[src/rtl/mem_port_arbiter.sv]
// Fetch/load-store arbiter for one single-ported unified memory.
// Optional misaligned-access trap: define MEM_ARB_MISALIGN_CHECK_EN.
module mem_port_arbiter #(
  parameter int DATA_WIDTH = 32
) (
  input  logic                  clk,
  input  logic                  rst_n,
  input  logic                  if_req,
  input  logic [DATA_WIDTH-1:0] if_addr,
  output logic [DATA_WIDTH-1:0] if_rdata,
  output logic                  if_valid,
  input  logic                  dm_req,
  input  logic [DATA_WIDTH-1:0] dm_addr,
  input  logic [DATA_WIDTH-1:0] dm_wdata,
  input  logic [2:0]            dm_mode,
  output logic [DATA_WIDTH-1:0] dm_rdata,
  output logic                  dm_valid,
  output logic                  dm_err,
  output logic                  mem_req,
  output logic                  mem_we,
  output logic [DATA_WIDTH-1:0] mem_addr,
  output logic [3:0]            mem_be,
  output logic [DATA_WIDTH-1:0] mem_wdata,
  input  logic [DATA_WIDTH-1:0] mem_rdata,
  input  logic                  mem_ready,
  output logic                  stall
);

  typedef enum logic [1:0] {
    IDLE, FETCH, DATA, RESP
  } state_e;

  localparam logic [2:0] LB  = 3'd0;
  localparam logic [2:0] LH  = 3'd1;
  localparam logic [2:0] LW  = 3'd2;
  localparam logic [2:0] LBU = 3'd3;
  localparam logic [2:0] LHU = 3'd4;
  localparam logic [2:0] SB  = 3'd5;
  localparam logic [2:0] SH  = 3'd6;
  localparam logic [2:0] SW  = 3'd7;

  state_e      state_q, state_d;
  logic        last_dm_q, last_dm_d;
  logic        ph_q, ph_d;
  logic [2:0]  mode_q, mode_d;
  logic [1:0]  lane_q, lane_d;
  logic        req_q, req_d;
  logic        we_q, we_d;
  logic [31:0] addr_q, addr_d;
  logic [3:0]  be_q, be_d;
  logic [31:0] wd_q, wd_d;
  logic        ivld_q, ivld_d;
  logic [31:0] ird_q, ird_d;
  logic        dvld_q, dvld_d;
  logic        derr_q, derr_d;
  logic [31:0] drd_q, drd_d;

  logic        gnt_dm, gnt_if, mis, done, st;
  logic [1:0]  lane;
  logic [3:0]  st_be;
  logic [31:0] st_wd, sh, ld;

  assign gnt_dm = dm_req & (~if_req | ~last_dm_q);
  assign gnt_if = if_req & ~gnt_dm;
  assign st     = (dm_mode == SB) | (dm_mode == SH)
                | (dm_mode == SW);
  // The first access cycle is the address phase; data comes no earlier.
  assign done   = mem_ready & ph_q;

`ifdef MEM_ARB_MISALIGN_CHECK_EN
  logic is_h, is_w;
  assign is_h = (dm_mode == LH) | (dm_mode == LHU)
              | (dm_mode == SH);
  assign is_w = (dm_mode == LW) | (dm_mode == SW);
  assign mis  = (is_h & dm_addr[0])
              | (is_w & |dm_addr[1:0]);
`else
  assign mis  = 1'b0;
`endif

  always_comb begin
    lane = 2'b00;
    case (dm_mode)
      LB, LBU, SB: lane = dm_addr[1:0];
      LH, LHU, SH: lane = {dm_addr[1], 1'b0};
      default:     lane = 2'b00;
    endcase
  end

  always_comb begin
    st_be = 4'b0000;
    st_wd = dm_wdata;
    case (dm_mode)
      SB: begin
        st_be = 4'b0001 << lane;
        st_wd = {4{dm_wdata[7:0]}};
      end
      SH: begin
        st_be = 4'b0011 << lane;
        st_wd = {2{dm_wdata[15:0]}};
      end
      SW:      st_be = 4'b1111;
      default: st_be = 4'b0000;
    endcase
  end

  assign sh = mem_rdata >> {lane_q, 3'b000};

  always_comb begin
    ld = '0;
    case (mode_q)
      LB:      ld = {{24{sh[7]}}, sh[7:0]};
      LH:      ld = {{16{sh[15]}}, sh[15:0]};
      LW:      ld = mem_rdata;
      LBU:     ld = {24'b0, sh[7:0]};
      LHU:     ld = {16'b0, sh[15:0]};
      default: ld = '0;
    endcase
  end

  always_ff @(posedge clk or negedge rst_n) begin
    if (!rst_n) begin
      state_q   <= IDLE;
      last_dm_q <= 1'b0;
      ph_q      <= 1'b0;
      mode_q    <= 3'd0;
      lane_q    <= 2'd0;
      req_q     <= 1'b0;
      we_q      <= 1'b0;
      addr_q    <= '0;
      be_q      <= '0;
      wd_q      <= '0;
      ivld_q    <= 1'b0;
      ird_q     <= '0;
      dvld_q    <= 1'b0;
      derr_q    <= 1'b0;
      drd_q     <= '0;
    end else begin
      state_q   <= state_d;
      last_dm_q <= last_dm_d;
      ph_q      <= ph_d;
      mode_q    <= mode_d;
      lane_q    <= lane_d;
      req_q     <= req_d;
      we_q      <= we_d;
      addr_q    <= addr_d;
      be_q      <= be_d;
      wd_q      <= wd_d;
      ivld_q    <= ivld_d;
      ird_q     <= ird_d;
      dvld_q    <= dvld_d;
      derr_q    <= derr_d;
      drd_q     <= drd_d;
    end
  end

  always_comb begin
    state_d   = state_q;
    last_dm_d = last_dm_q;
    ph_d      = 1'b0;
    unique case (state_q)
      IDLE: begin
        if (gnt_dm) begin
          last_dm_d = 1'b1;
          state_d   = mis ? RESP : DATA;
        end else if (gnt_if) begin
          last_dm_d = 1'b0;
          state_d   = FETCH;
        end
      end
      FETCH, DATA: begin
        ph_d = ~done;
        if (done) state_d = RESP;
      end
      RESP: state_d = IDLE;
    endcase
  end

  always_comb begin
    mode_d = mode_q;
    lane_d = lane_q;
    req_d  = req_q;
    we_d   = we_q;
    addr_d = addr_q;
    be_d   = be_q;
    wd_d   = wd_q;
    ivld_d = 1'b0;
    ird_d  = ird_q;
    dvld_d = 1'b0;
    derr_d = 1'b0;
    drd_d  = drd_q;
    unique case (state_q)
      IDLE: begin
        unique case (1'b1)
          gnt_dm & mis: begin
            dvld_d = 1'b1;
            derr_d = 1'b1;
            drd_d  = '0;
          end
          gnt_dm & ~mis: begin
            mode_d = dm_mode;
            lane_d = lane;
            req_d  = 1'b1;
            we_d   = st;
            addr_d = dm_addr & ~32'h3;
            be_d   = st_be;
            wd_d   = st ? st_wd : '0;
          end
          gnt_if: begin
            req_d  = 1'b1;
            we_d   = 1'b0;
            addr_d = if_addr & ~32'h3;
            be_d   = 4'b0000;
            wd_d   = '0;
          end
          default: ;
        endcase
      end
      FETCH, DATA: begin
        if (done) begin
          req_d  = 1'b0;
          we_d   = 1'b0;
          addr_d = '0;
          be_d   = 4'b0000;
          wd_d   = '0;
          if (state_q == FETCH) begin
            ivld_d = 1'b1;
            ird_d  = mem_rdata;
          end else begin
            dvld_d = 1'b1;
            drd_d  = ld;
          end
        end
      end
      RESP: ;
    endcase
  end

  assign mem_req   = req_q;
  assign mem_we    = we_q;
  assign mem_addr  = addr_q;
  assign mem_be    = be_q;
  assign mem_wdata = wd_q;
  assign if_valid  = ivld_q;
  assign if_rdata  = ird_q;
  assign dm_valid  = dvld_q;
  assign dm_err    = derr_q;
  assign dm_rdata  = drd_q;
  assign stall     = (if_req & ~ivld_q)
                   | (dm_req & ~dvld_q);

endmodule

[config.mk]
export PLATFORM = sky130hd
export DESIGN_NAME = mem_port_arbiter
export DESIGN_NICKNAME = d
export VERILOG_FILES = /design/src/rtl/mem_port_arbiter.sv
export SDC_FILE = /design/constraint.sdc
export NUM_CORES = 1
export LEC_CHECK = 0
export ABC_CLOCK_PERIOD_IN_PS = 2500
export CAP_MARGIN = 5
export CORE_MARGIN = 2
export CORE_UTILIZATION = 44
export DETAILED_ROUTE_END_ITERATION = 7
export PLACE_DENSITY = 0.87
export SLEW_MARGIN = 20
export SYNTH_ARGS = -nofsm -noshare
export SYNTH_HDL_FRONTEND = slang
export SYNTH_SLANG_ARGS = --single-unit
[constraint.sdc]
create_clock -name clk -period 2.5 [get_ports clk]
set_input_delay 0.75 -clock clk [delete_from_list [all_inputs] [get_ports clk]]
set_output_delay 0.75 -clock clk [all_outputs]
set_load 0.05 [all_outputs]
# After elaboration in Yosys (flattened, before gate mapping)
# Index checks and enable logic that the tools add are counted.
[classes]
eq_ne = 16
shifts = 3
muxes = 31
n_bitwise = 16
reduce_logical = 16
[op_table]
columns = ["cell", "n"]
rows = [
  ["$pmux 32 s2", 5],
  ["$pmux 32 s5", 1],
  ["$mux 32", 2],
  ["$shr 32x5->16", 1],
  ["$pmux 4 s2", 2],
  ["$eq 3x3->1 const B", 5],
  ["$pmux 4 s3", 1],
  ["$reduce_and 3->1", 4],
  ["$mux 1", 11],
  ["$eq 3x2->1 const B", 3],
  ["$not 1->1", 7],
  ["$eq 3x1->1 const B", 2],
  ["$logic_not 3->1", 2],
  ["$mux 2", 3],
  ["$pmux 1 s2", 3],
  ["$pmux 2 s3", 1],
  ["$reduce_and 2->1", 3],
  ["$reduce_or 3->1", 2],
  ["$and 1x1->1", 5],
  ["$eq 2x2->1 const B", 2],
  ["$mux 4", 1],
  ["$ne 2x2->1 const B", 2],
  ["$or 1x1->1", 4],
  ["$pmux 2 s2", 1],
  ["other kinds (7)", 9],
]
[word_totals]
register_bits = 145
out_inout_bits = 138
elab_cells = 96

# Depth between registers and ports, before layout
[depth]
ltp_word = 8
mapped_depth = 9
depth_no_buf = 6

# Worst setup path after synthesis
# Ideal clock, no wire load.
[synth_timing]
kind = "input to output"
startpoint = "input if_req"
endpoint = "output stall"
t_arrival_ps = 1547
slack_ps = 203
stages = 2
n_path_buf = 0
path_cell_list = "inv_1 > o22ai_1"
[synth_via]
elab_chain_cells = 2
[synth_rtl]
columns = ["item", "line", "rtl"]
rows = [
  ["from (decl)", "8", "input logic if_req,"],
  ["$and 1x1->1", "249", "assign stall = (if_req & ~ivld_q)"],
  ["$or 1x1->1", "250", "| (dm_req & ~dvld_q);"],
  ["to (decl)", "26", "output logic stall"],
]
# No other way between the ends.

# Worst setup path in the final report
[layout_timing]
startpoint = "register drd_q[23], in the netlist dm_rdata[23]"
endpoint = "output dm_rdata[23]"
[layout_rtl]
columns = ["item", "line", "rtl"]
rows = [
  ["from (decl)", "56", "logic [31:0] drd_q, drd_d;"],
  ["from (signal assigned)", "153", "drd_q <= drd_d;"],
  ["to (decl)", "16", "output logic [DATA_WIDTH-1:0] dm_rdata,"],
]
# No word-level cell between the ends.

==> impl_metrics.yaml <==
status:
  run_status: "complete, no violations"
layout:
  finish.net_count: 1041
  layout-area-overhead-vs-synth_pct: 52.8
  drive_gt1_frac: 0.0842
  stdcell_area_mm2: 0.0103
  antenna_cells_inserted: 0
  layout.filler_cells: 1167
hold_path:
  hold_path_class: "input pin to asynchronous set/reset pin"
global_routing:
  grt_antenna_before_repair: 0
  grt_start_max_net_pins: 57
  first_global_vias: 6068
  grt_use_total: 0.248
  grt_pass1_wl_um: 31800
  grt_overflow_total: 0
floorplanning:
  floorplan.initialDensity: 0.445
  row_count: 45
  die-area_mm2: 0.0163
  pin_count: 274
  die-height_um: 128
  core_mm2: 0.0151
  dieWidth_um: 128
clock_network:
  clk_pin_slew_ns: 0.06
  post_cts_buffers: 0
  clock-sinks: 143
  clock_tree.htree_level_count: 4
  tritoncts: "yes"
  clock_tree.buffer_depth: 2
  cts_root_buffer: "sky130_fd_sc_hd__clkbuf_16"
  clk-insertion-delay-late_ns: 0.42
  cts_buffers: 17
synthesis:
  seq_area_frac_synth: 0.532
  number_of_enable_flip_flop_cells_after_synthesis: 0
  netlist_instances: 639
  ys_ff_latch: 143
  synth.avg_cell_area_um2: 10.5
  count_of_warnings_emitted_by_yosys: 0
  mappedNetlistArea_mm2: 0.00672
  synth.top_cell.area_share: 0.532
  synth_commonest_cells: "143 x sky130_fd_sc_hd__dfrtp_1, 136 x sky130_fd_sc_hd__nand2_1, 61 x sky130_fd_sc_hd__o2bb2ai_1, 46 x sky130_fd_sc_hd__mux2i_1, 26 x sky130_fd_sc_hd__buf_2"
  post-synth-top-count-cell: "sky130_fd_sc_hd__dfrtp_1"
  synth_area_leader_cell: "sky130_fd_sc_hd__dfrtp_1"
  synth_cell_type_count: 56
  ys_top_cells_by_area: "sky130_fd_sc_hd__dfrtp_1 53%, sky130_fd_sc_hd__o2bb2ai_1 7.9%, sky130_fd_sc_hd__nand2_1 7.6%"
  synth_top_flop_cell: "sky130_fd_sc_hd__dfrtp_1"
  ys_async_sr_fraction: 1.00
pwr:
  ir_drop_v: 0.000775
  power-per-cell-area_mw_per_mm2: 1320
  leakagePower_nw: 4.55
timing:
  fin_clk_skew_ns: 0.00985
  finalCritPeriodShare: 0.975
  finalHoldViolations: 0
  rsz0062_at_grt: "false"
  worst_slew_margin_rel: 0.472
  finalSetupViolations: 0
  finalMaxSlewViolations: 0
  min_period_ns: 2.44
  timing.setup.tns_ns: 0
  max_freq_mhz: 410
  tightest_slew_ns: 0.789
setup_path:
  crit_end_element: "output port"
  critical_path_peak_fanout: 2
  crit_required_ns: 1.75
  crit_arrival_ns: 1.69
  path_delay_family: "buffers and inverters"
  worst_setup_path_start_kind: "register"
  crit_slowest_cell: "sky130_fd_sc_hd__clkdlybuf4s50_1"
  cp_slowest_stage_delay_ns: 0.88
  cp_num_buf_inv: 1
  crit_chain: "clkdlybuf4s50_1"
  worst-setup-path-type: "register to output port"
route:
  dr_total_vias: 6066
  detail_route.first_pass.iterations: 4
  first_iter_violations: 482
  avgRoutedWirePerCell_um: 18.4
  drt-total-wl_um: 20200
  postRouteAntennaNets: 0
  detail_route.drc_violations: 0
  routed_via_density: 5.50
place:
  post-dp-hpwl_um: 14800
  placer_congestion: 0.844
  detailed_place.area_mm2: 0.00970
  place.port_buffers: 268
flow_run:
  timing.max_cap.violations: 0
[placed cells by master (no fill, tap or decap), drive strengths merged, types with 3 or more instances in the layout]
master and instances:
a22o 13, nor2 22, inv 15, o21ai 43
ha 3, a22oi 18, a222oi 6, nor2b 9
clkdlybuf4s50 266, a21oi 8, clkinvlp 6, conb 3
nand2 136, mux2i 47, clkbuf 18, and2 3
o2bb2ai 61, buf 30, dfrtp 143, a221o 7
a211oi 15, xor2 3
[final timing paths]
check                      cells after the start                      from                       end  slack, ns
max in group asynchronous                      2                     rst_n   if_rdata[8]$_DFFE_PN0P_       1.54
min in group clk                               2   if_rdata[3]$_DFFE_PN0P_   if_rdata[3]$_DFFE_PN0P_       0.47
hold / removal                                 1                     rst_n  if_rdata[17]$_DFFE_PN0P_       0.30
hold reg to reg                                2   if_rdata[3]$_DFFE_PN0P_   if_rdata[3]$_DFFE_PN0P_       0.47
setup / recovery                               1  dm_rdata[23]$_DFFE_PN0P_              dm_rdata[23]       0.06
setup reg to reg                               7    state_q[0]$_DFFE_PN0P_  mem_addr[21]$_DFFE_PN0P_       0.42
[through the flow]
| stage | hold WS, ns | power, W | std cells | util | worst slack, ns |
|---|---|---|---|---|---|
| after global placement | 0.457 | 0.0110 | 1071 | 0.643 | 0.0504 |
| final | 0.298 | 0.0136 | 1103 | 0.681 | 0.0615 |
| after floorplan | 0.454 | 0.00856 | 641 | - | 0.203 |
| after detailed placement | 0.462 | 0.0112 | 1071 | 0.643 | 0.00442 |
| after global routing | 0.329 | 0.0142 | 1103 | 0.681 | 0.0344 |
| after CTS | 0.313 | 0.0136 | 1103 | 0.680 | 0.0352 |
[metal layers]
layer	share of wire	global-route usage
met5	0	0
met4	0.032	0.0970
met3	0.070	0.0683
met2	0.48	0.403
met1	0.42	0.319
[flip-flops by register name (all words and copies together) (netlist names), 2 cells and up]
| register | count |
|---|---|
| lane_q | 2 |
| mem_addr | 30 |
| if_rdata | 32 |
| dm_rdata | 32 |
| state_q | 2 |
| mem_be | 4 |
| mem_wdata | 32 |
| mode_q | 3 |
[kinds of logic after synthesis]
| logic type | count (synthesis) | synth area share |
|---|---|---|
| flops | 143 | 0.532 |
| other cells | 1 | 0.000558 |
| simple gates | 187 | 0.119 |
| mux | 49 | 0.0739 |
| fa+ha+maj | 3 | 0.00559 |
| xor+xnor | 4 | 0.00521 |
| compound gates | 188 | 0.215 |
| buf+inv | 64 | 0.0486 |
[area by class of cell]
type / instances / area (µm²) / area share
Inverter: 10 / 37.5 / 0.00365
Timing Repair Buffer: 296 / 3000 / 0.292
Multi-Input combinational cell: 434 / 2860 / 0.278
Tap cell: 188 / 235 / 0.0229
Clock inverter: 14 / 133 / 0.0129
Clock buffer: 18 / 429 / 0.0418
Sequential cell: 143 / 3580 / 0.348
[repair_timing]
item                       4_1_cts  5_1_grt
hold endpoints to repair         0        0
setup endpoints to repair        0        1
resized for setup                0        1
hold buffers                     0        0
[where the power goes]
group | switching, W | leakage (nW) | internal (W) | total [W]
sequential | 0.000561 | 1.89 | 0.00314 | 0.00370
combinational | 0.00477 | 2.40 | 0.00268 | 0.00745
clock | 0.00103 | 0.256 | 0.00138 | 0.00242
total | 0.00637 | 4.55 | 0.00720 | 0.0136
No activity file was read; power rests on OpenSTA's default activity.
